--- src/rtl/kms_pkg.sv ---
// Shared definitions for the KMS event scheduler: event types, dispatcher
// states and the saturating arithmetic used by the accumulators and counters.
package kms_pkg;

  localparam logic [1:0] KMS_MOUSE_X = 2'd0;
  localparam logic [1:0] KMS_MOUSE_Y = 2'd1;
  localparam logic [1:0] KMS_KEY     = 2'd2;
  localparam logic [1:0] KMS_OSD     = 2'd3;

  localparam int KMS_EVT_W = 10;

  typedef enum logic [1:0] {
    ST_IDLE,
    ST_DISPATCH,
    ST_KBD_WAIT,
    ST_OSD_WAIT
  } sched_state_t;

  // Signed 8-bit add clamped to -128..+127.
  function automatic logic [7:0] sat_add8(input logic [7:0] a, input logic [7:0] b);
    logic [8:0] sum;
    sum = {a[7], a} + {b[7], b};
    if (sum[8] != sum[7]) sat_add8 = sum[8] ? 8'h80 : 8'h7F;
    else                  sat_add8 = sum[7:0];
  endfunction

  function automatic logic [7:0] sat_inc8(input logic [7:0] a, input logic [1:0] n);
    logic [8:0] sum;
    sum = {1'b0, a} + {7'd0, n};
    sat_inc8 = sum[8] ? 8'hFF : sum[7:0];
  endfunction

endpackage

--- src/rtl/kms_fifo.sv ---
// Synchronous FIFO for captured KMS events. A push while full is accepted
// only when a pop frees a slot in the same cycle.
module kms_fifo #(
  parameter int DEPTH = 8,
  parameter int WIDTH = 10
) (
  input  logic             clk,
  input  logic             reset_n,
  input  logic             push,
  input  logic [WIDTH-1:0] push_data,
  input  logic             pop,
  output logic [WIDTH-1:0] pop_data,
  output logic             full,
  output logic             empty
);

  localparam int AW = $clog2(DEPTH);

  logic [WIDTH-1:0] mem [DEPTH];
  logic [AW:0]      wr_ptr;
  logic [AW:0]      rd_ptr;
  logic             wr_en;
  logic             rd_en;

  assign empty    = (wr_ptr == rd_ptr);
  assign full     = (wr_ptr[AW] != rd_ptr[AW]) && (wr_ptr[AW-1:0] == rd_ptr[AW-1:0]);
  assign rd_en    = pop && !empty;
  assign wr_en    = push && (!full || rd_en);
  assign pop_data = mem[rd_ptr[AW-1:0]];

  always_ff @(posedge clk or negedge reset_n) begin
    if (!reset_n) begin
      wr_ptr <= '0;
      rd_ptr <= '0;
    end else begin
      if (wr_en) wr_ptr <= wr_ptr + (AW+1)'(1);
      if (rd_en) rd_ptr <= rd_ptr + (AW+1)'(1);
    end
  end

  always_ff @(posedge clk) begin
    if (wr_en) mem[wr_ptr[AW-1:0]] <= push_data;
  end

endmodule

--- src/rtl/kms_scheduler.sv ---
// Turns toggle-coded KMS events from the SPI user-I/O block into mouse
// accumulator updates and keyboard/OSD handshakes, strictly in arrival order.
module kms_scheduler
  import kms_pkg::*;
#(
  parameter int FIFO_DEPTH  = 8,
  parameter int ACK_TIMEOUT = 65535,
  parameter int SYNC_STAGES = 2
) (
  input  logic       clk,
  input  logic       reset_n,
  input  logic       kms_level,
  input  logic [1:0] kms_type,
  input  logic [7:0] kms_data,
  input  logic       mouse_rd,
  output logic [7:0] mouse_dx,
  output logic [7:0] mouse_dy,
  output logic       kbd_valid,
  output logic [7:0] kbd_code,
  input  logic       kbd_ack,
  output logic       osd_valid,
  output logic [7:0] osd_code,
  input  logic       osd_ack,
  output logic       overflow,
  output logic [7:0] drop_cnt
);

  localparam int TW = $clog2(ACK_TIMEOUT + 1);

  logic [SYNC_STAGES-1:0] sync_q;
  logic [SYNC_STAGES-1:0] fill_q;
  logic                   level_prev;
  logic                   base_ok;
  logic                   level_evt;
  logic [KMS_EVT_W-1:0]   head;
  logic                   fifo_full;
  logic                   fifo_empty;
  logic                   pop;
  logic                   full_drop;
  logic                   timeout_drop;
  logic [1:0]             drop_inc;
  logic [TW-1:0]          timer;
  logic [7:0]             dx_base;
  logic [7:0]             dy_base;
  sched_state_t           state;
  sched_state_t           state_next;

  // fill_q marks when the chain holds real samples; that first level is the
  // baseline, so a level already high out of reset never becomes an event.
  always_ff @(posedge clk or negedge reset_n) begin
    if (!reset_n) begin
      sync_q     <= '0;
      fill_q     <= '0;
      level_prev <= 1'b0;
      base_ok    <= 1'b0;
    end else begin
      sync_q <= {sync_q[SYNC_STAGES-2:0], kms_level};
      fill_q <= {fill_q[SYNC_STAGES-2:0], 1'b1};
      if (fill_q[SYNC_STAGES-1]) begin
        level_prev <= sync_q[SYNC_STAGES-1];
        base_ok    <= 1'b1;
      end
    end
  end

  assign level_evt = base_ok && (sync_q[SYNC_STAGES-1] != level_prev);
  assign pop       = (state == ST_DISPATCH);
  assign full_drop = level_evt && fifo_full && !pop;

  kms_fifo #(
    .DEPTH (FIFO_DEPTH),
    .WIDTH (KMS_EVT_W)
  ) u_fifo (
    .clk       (clk),
    .reset_n   (reset_n),
    .push      (level_evt),
    .push_data ({kms_type, kms_data}),
    .pop       (pop),
    .pop_data  (head),
    .full      (fifo_full),
    .empty     (fifo_empty)
  );

  always_ff @(posedge clk or negedge reset_n) begin
    if (!reset_n) state <= ST_IDLE;
    else          state <= state_next;
  end

  always_comb begin
    state_next   = state;
    timeout_drop = 1'b0;
    case (state)
      ST_IDLE:     if (!fifo_empty) state_next = ST_DISPATCH;
      ST_DISPATCH: begin
        case (head[9:8])
          KMS_KEY: state_next = ST_KBD_WAIT;
          KMS_OSD: state_next = ST_OSD_WAIT;
          default: state_next = ST_IDLE;
        endcase
      end
      ST_KBD_WAIT: begin
        if (kbd_ack) begin
          state_next = ST_IDLE;
        end else if (timer == TW'(ACK_TIMEOUT - 1)) begin
          state_next   = ST_IDLE;
          timeout_drop = 1'b1;
        end
      end
      ST_OSD_WAIT: begin
        if (osd_ack) begin
          state_next = ST_IDLE;
        end else if (timer == TW'(ACK_TIMEOUT - 1)) begin
          state_next   = ST_IDLE;
          timeout_drop = 1'b1;
        end
      end
      default:     state_next = ST_IDLE;
    endcase
  end

  always_ff @(posedge clk or negedge reset_n) begin
    if (!reset_n)                 timer <= '0;
    else if (state == ST_DISPATCH) timer <= '0;
    else if (state == ST_KBD_WAIT || state == ST_OSD_WAIT) timer <= timer + TW'(1);
  end

  assign kbd_valid = (state == ST_KBD_WAIT);
  assign osd_valid = (state == ST_OSD_WAIT);

  // A read clears to zero first, so a mouse event in the same cycle lands on a clean accumulator.
  assign dx_base  = mouse_rd ? 8'h00 : mouse_dx;
  assign dy_base  = mouse_rd ? 8'h00 : mouse_dy;
  assign drop_inc = {1'b0, full_drop} + {1'b0, timeout_drop};

  always_ff @(posedge clk or negedge reset_n) begin
    if (!reset_n) begin
      mouse_dx <= 8'h00;
      mouse_dy <= 8'h00;
      kbd_code <= 8'h00;
      osd_code <= 8'h00;
      overflow <= 1'b0;
      drop_cnt <= 8'h00;
    end else begin
      mouse_dx <= (pop && head[9:8] == KMS_MOUSE_X) ? sat_add8(dx_base, head[7:0]) : dx_base;
      mouse_dy <= (pop && head[9:8] == KMS_MOUSE_Y) ? sat_add8(dy_base, head[7:0]) : dy_base;
      if (pop && head[9:8] == KMS_KEY) kbd_code <= head[7:0];
      if (pop && head[9:8] == KMS_OSD) osd_code <= head[7:0];
      if (full_drop)                   overflow <= 1'b1;
      if (drop_inc != 2'd0)            drop_cnt <= sat_inc8(drop_cnt, drop_inc);
    end
  end

endmodule

--- config.mk ---
export PLATFORM = sky130hd
export DESIGN_NAME = kms_scheduler
export DESIGN_NICKNAME = d
export VERILOG_FILES = /design/src/rtl/kms_pkg.sv /design/src/rtl/kms_fifo.sv /design/src/rtl/kms_scheduler.sv
export SDC_FILE = /design/constraint.sdc
export NUM_CORES = 1
export LEC_CHECK = 0
export CAP_MARGIN = 40
export CORE_MARGIN = 8
export CORE_UTILIZATION = 50
export DETAILED_ROUTE_END_ITERATION = 10
export HOLD_SLACK_MARGIN = 0.1
export PLACE_DENSITY = 0.75
export SLEW_MARGIN = 10
export SYNTH_ARGS = -nofsm -noshare
export SYNTH_HDL_FRONTEND = slang
export SYNTH_SLANG_ARGS = --single-unit
--- constraint.sdc ---
create_clock -name clk -period 4.97 [get_ports clk]
set_input_delay 1.2425 -clock clk [delete_from_list [all_inputs] [get_ports clk]]
set_output_delay 1.2425 -clock clk [all_outputs]
set_load 0.03 [all_outputs]
After elaboration in Yosys (flattened, before gate mapping)
Memory sizes are Yosys's and may differ from the RTL's. Cells that the tools add are included.

Eq/ne operators: 14. Add/sub/neg operators: 7. Reduce and logical (&&, ||, !) cells: 19. Multiplexer cells: 23.

Operators with widths (number): $mux W8 (9); $mux W16 (2); $add A8 B8 Y9 (2); $add A16 B1 Y16 const B (1); $eq A16 B16 Y1 const B (1); $logic_and A1 B1 Y1 (10); $add A8 B2 Y9 (1); $add A4 B1 Y4 const B (2); $eq A2 B2 Y1 const B (4); $mux W2 (4); $pmux W2 S4 (1); $mux W1 (5); $eq A2 B1 Y1 const B (2); $eq A4 B4 Y1 (1); $logic_not A2 Y1 (2); $ne A1 B1 Y1 (4); $pmux W2 S2 (1); $reduce_bool A2 Y1 (2); $eq A3 B3 Y1 (1); $logic_not A1 Y1 (3); $add A1 B1 Y2 (1); $logic_or A1 B1 Y1 (2); $ne A2 B2 Y1 const B (1); $pmux W1 S2 (1).

Input bits: 16. RAM bits: 80. Memories kept: 1. Logic and storage cells: 78. Register bits after elaboration: 73.

Memory list: u_fifo.mem (depth 8, bits a word 10, read ports 1, clocked after Yosys merged registers in 0, wr ports 1, RTL line kms_fifo.sv:19) `logic [WIDTH-1:0] mem [DEPTH];`.

Depth between registers and ports, before layout
Depth in word-level cells: 7. Gate-level depth with buffers: 16.

By module
From an unflattened synthesis, not the netlist that was laid out.

Cells, all modules: 535. Area, all modules: 7379.6 µm².

Modules (own cells, without submodules): kms_scheduler (cells an instance 363, area each 3749.8 µm², instances 1, seq. area each 1626.6 µm²); kms_fifo (cells an instance 172, area each 3629.7 µm², instances 1, seq. area each 2602.5 µm²).

Worst setup path before layout
OpenSTA, ideal clock, no wires.

Path kind: input to register. Start: input mouse_rd. End: register mouse_dx[0]. Slack: 1428 ps. Setup time: 147 ps. Buffers on the path: 1. Data required time: 4823 ps. Arrival time: 3395 ps. Stages on the path: 10. Path through: clkbuf_1 nand2b_1 inv_1 ha_1 a211oi_1 o211ai_1 and2_1 or4b_1 a21oi_4 a221oi_2.

Longest elaborated chain between the ends: 5.

RTL lines: from (decl) (RTL line kms_scheduler.sv:15) `input logic mouse_rd,`; $mux W8 * (RTL line kms_scheduler.sv:131) `assign dx_base = mouse_rd ? 8'h00 : mouse_dx;`; $add A8 B8 Y9 (RTL line kms_pkg.sv:22) `sum = {a[7], a} + {b[7], b};`; $mux W8 or $ne A1 B1 Y1 (tied branches) (RTL line kms_pkg.sv:23) `if (sum[8] != sum[7]) sat_add8 = sum[8] ? 8'h80 : 8'h7F;`; $mux W8 (RTL line kms_pkg.sv:23); $mux W8 * (RTL line kms_scheduler.sv:144) `mouse_dx <= (pop && head[9:8] == KMS_MOUSE_X) ? sat_add8(dx_base, head[7:0]) : dx_base;`; to (signal assigned) (RTL line kms_scheduler.sv:144); to (decl) (RTL line kms_scheduler.sv:16) `output logic [7:0] mouse_dx,`.

Mark *: on every way between the ends. The rest lies on a longest branch, timed or not. A chain may end at the register's enable or synchronous reset.

Worst setup path after layout
Start: register u_fifo.rd_ptr[0]. End: register mouse_dy[2].

Longest elaborated chain between the ends: 5.

RTL lines: from (decl) (RTL line kms_fifo.sv:21) `logic [AW:0] rd_ptr;`; from (signal assigned) (RTL line kms_fifo.sv:37) `if (rd_en) rd_ptr <= rd_ptr + (AW+1)'(1);`; $mem_v2 Z8 W10 *; via head[0] (RTL line kms_scheduler.sv:35) `logic [KMS_EVT_W-1:0] head;`; $add A8 B8 Y9 * (RTL line kms_pkg.sv:22); $mux W8 or $ne A1 B1 Y1 (tied branches) (RTL line kms_pkg.sv:23); $mux W8 * (RTL line kms_pkg.sv:23); $mux W8 * (RTL line kms_scheduler.sv:145) `mouse_dy <= (pop && head[9:8] == KMS_MOUSE_Y) ? sat_add8(dy_base, head[7:0]) : dy_base;`; to (signal assigned) (RTL line kms_scheduler.sv:145); to (decl) (RTL line kms_scheduler.sv:17) `output logic [7:0] mouse_dy,`.

Mark *: on every way through the listed nets, which the timed path passes. The rest lies on a longest branch.

==> flow_summary.json <==
{
  "crit_path_cell_trace": "buf_4 > mux4_2 > mux2_2 > ha_1 > inv_1 > fa_1 > nand2b_1 > a21oi_1 > o31ai_1 > mux2i_1 > nor2b_1 > a211oi_2",
  "finalMaxSlewViolations": 0,
  "path_depth": 12,
  "tightest_slew_ps": 826.7,
  "postCtsSetupRepairBufs": 0,
  "synth_top_family_by_area": "multiplexers",
  "cts_root_buffer": "clkbuf_16",
  "yosys.area_share.adder_pct": 4.990,
  "nets": 640,
  "synth_edf_count": 80,
  "fillCellCount": 1078,
  "power_density_mw_per_mm2": 676.6,
  "hold_class": "flip-flop to flip-flop",
  "ys_warn_count": 0,
  "cpPeakStageDelay_ps": 710,
  "synth_area_leader_cell": "edfxtp_1",
  "arrival_ps": 4340,
  "yosysTopAreaCellShare_pct": 33.27,
  "min_period_ps": 4057,
  "wl_met1_mm": 6.498,
  "clock_latency_ps": 440,
  "drtPass1Iterations": 5,
  "start_util_pct": 50.45,
  "syn_nets": 563,
  "endpoint": "mouse_dy[2]",
  "ir_drop_uv": 355.3,
  "cap_violations": 0,
  "seq_area_frac_synth_pct": 58.57,
  "clk_pin_slew_ps": 70,
  "drt_wl_total_mm": 15.34,
  "timing.fmax_mhz": 246.5,
  "worst_ep_required_time_ps": 5250,
  "reg2reg_slack_ps": 910,
  "area_growth_pct": 20.57,
  "route.met3.wl_um": 685,
  "first_global_vias": 4669,
  "wl_met2_mm": 7.944,
  "leakagePower_uw": 0.003440,
  "rsz0062_at_grt": "false",
  "final_core_util_pct": 60.82,
  "relSlewSlack_pct": 44.78,
  "drtAntennaViolNets": 0,
  "htreeDepth": 4,
  "grt_overflow": 0,
  "syn_avg_cell_area_um2": 13.89,
  "post_synth_num_cell_types": 56,
  "grt_max_degree": 41,
  "dpl.hpwl_mm": 10.74,
  "cts_sinks": 153,
  "synth-seq-cells": 153,
  "n_antenna_cell": 0,
  "row_count": 44,
  "fp.coreArea_mm2": 0.01431,
  "drive_above_1_share_pct": 20.33,
  "synthTopCellsByArea": "edfxtp_1 33%, dfrtp_1 25%, mux4_2 5.9%, ha_1 4.2%, mux2_2 3.3%",
  "postLayoutCellArea_mm2": 0.008706,
  "status": "finished clean",
  "top_layer": "met4",
  "final_common_cell": "edfxtp_1",
  "placed_cell_area_mm2": 0.008077,
  "clk_path_buf_depth": 2,
  "reg2regPathDepth": 12,
  "antenna_found_initial": 0,
  "drt_iter0_markers": 353,
  "skew_ps": 11.13,
  "crit_family": "multiplexers",
  "synth_compound_area_share_pct": 7.936,
  "synthMuxAreaShare_pct": 12.22,
  "synth.cell_area_mm2": 0.007221,
  "cts_hold_buffers": 0,
  "path_class": "flip-flop to flip-flop",
  "numCtsBuffers": 17,
  "top_level_ports": 59,
  "critPathSlowestCell": "dfrtp_1",
  "async_reset_ff_share_pct": 47.71,
  "synthXorXnorAreaFrac_pct": 3.154,
  "hold_viol_final": 0,
  "cp_max_fo": 10,
  "synth-simple-area-share_pct": 10.52,
  "gp_congestion": 0.8221,
  "synth_flop_cell": "edfxtp_1",
  "die_h_um": 136.2,
  "dieArea_mm2": 0.01854,
  "final_cell_mix": "80 x edfxtp_1, 73 x dfrtp_1, 57 x clkdlybuf4s50_1, 37 x nand2_1, 32 x nor2_1",
  "cts-resized-gates": 0,
  "tritoncts": "built",
  "crit_buf_inv": 2,
  "drc": 0,
  "io_buffers": 58,
  "cp-end-kind": "flip-flop",
  "grt_pass1_wl_mm": 24.81,
  "cp-start-kind": "flip-flop",
  "regToRegEndpoint": "mouse_dy[2]",
  "vias_per_cell": 5.565,
  "setup_viol": 0,
  "startpoint": "u_fifo.rd_ptr[0]",
  "fin_crit_sh_pct": 81.64,
  "wire_per_inst_um": 19.32,
  "via_count": 4419,
  "grt_use_total_pct": 17.79,
  "syn_inst": 520,
  "fin_setup_tns_ps": 0,
  "r2r_start": "u_fifo.rd_ptr[0]",
  "die_w_um": 136.2
}
## power by group
group	internal [uW]	switching (uW)	leakage (uW)
clock	811	567	0.000305
combinational	1170	1470	0.00148
sequential	1650	225	0.00165
## registers in the layout, indices dropped and copies added (netlist names), 4 cells and up
signal         flops
timer             16
mouse_dx           8
u_fifo.rd_ptr      4
drop_cnt           8
u_fifo.mem        80
osd_code           8
kbd_code           8
mouse_dy           8
u_fifo.wr_ptr      4
## cells by family after synthesis
| group | Yosys count |
|---|---|
| AO/OA/AOI/OAI | 70 |
| XOR/XNOR | 26 |
| adder cells (fa/ha/maj) | 27 |
| buffers and inverters | 39 |
| flip-flops | 153 |
| multiplexers | 57 |
| other | 1 |
| AND/OR/NAND/NOR | 147 |
## synth_stat cells, types with 2 or more instances
cell type	count
edfxtp_1	80
dfrtp_1	73
nand2_1	37
nor2_1	32
ha_1	24
inv_1	24
mux2_2	21
nand3_1	20
mux4_2	19
o21ai_0	18
xor2_1	17
a21oi_1	13
nand2b_1	13
nor2b_1	13
mux2i_1	9
xnor2_1	9
a211oi_2	7
a221oi_2	7
mux2_4	7
nor3_1	6
o211ai_1	5
and4_1	4
or2_2	4
a21o_1	3
and2_1	3
and3_1	3
buf_2	3
buf_4	3
buf_6	3
clkbuf_1	3
fa_1	3
nand3b_1	3
nand4_1	3
o21a_1	3
a211oi_1	2
buf_1	2
o31ai_1	2
## metal layers
metal | vias to the layer above | GRT usage [%]
li1 | 2070 | -
met3 | 17 | 4.989
met1 | 2240 | 21.26
met2 | 92 | 30.19
met5 | - | 0
met4 | 0 | 6.345
## layout make-up
type                       instances  area, um2  area share, %
sequential                       153       4229          48.58
multi-input combinational        328       2816          32.35
timing repair buffer              73      710.7          8.163
clock buffer                      17      425.4          4.886
tap                              184      230.2          2.644
clock inverter                    15      203.9          2.343
inverter                          24      90.09          1.035
## stage by stage
stage	cells	hold slack (ps)	setup WS (ps)	power [uW]
2_1_floorplan	520	331.2	1428	3718
3_3_place_gp	754	332.7	856.4	4404
3_5_place_dp	762	339.5	733.4	4518
4_1_cts	794	355.2	952.3	5933
5_1_grt	794	366.3	641.7	6217
6_report	794	352.2	912.7	5891
## how the worst min path moves through the flow
stage                   start         to  slack, ps  depth (start not counted)
floorplan           fill_q[0]  fill_q[1]        330                          0
global placement    fill_q[0]  fill_q[1]        330                          0
detailed placement  fill_q[0]  fill_q[1]        340                          0
CTS                 fill_q[0]  fill_q[1]        360                          0
global route        fill_q[0]  fill_q[1]        370                          0
finish              fill_q[0]  fill_q[1]        350                          0
Note: power is estimated with default switching activity, not from simulation.
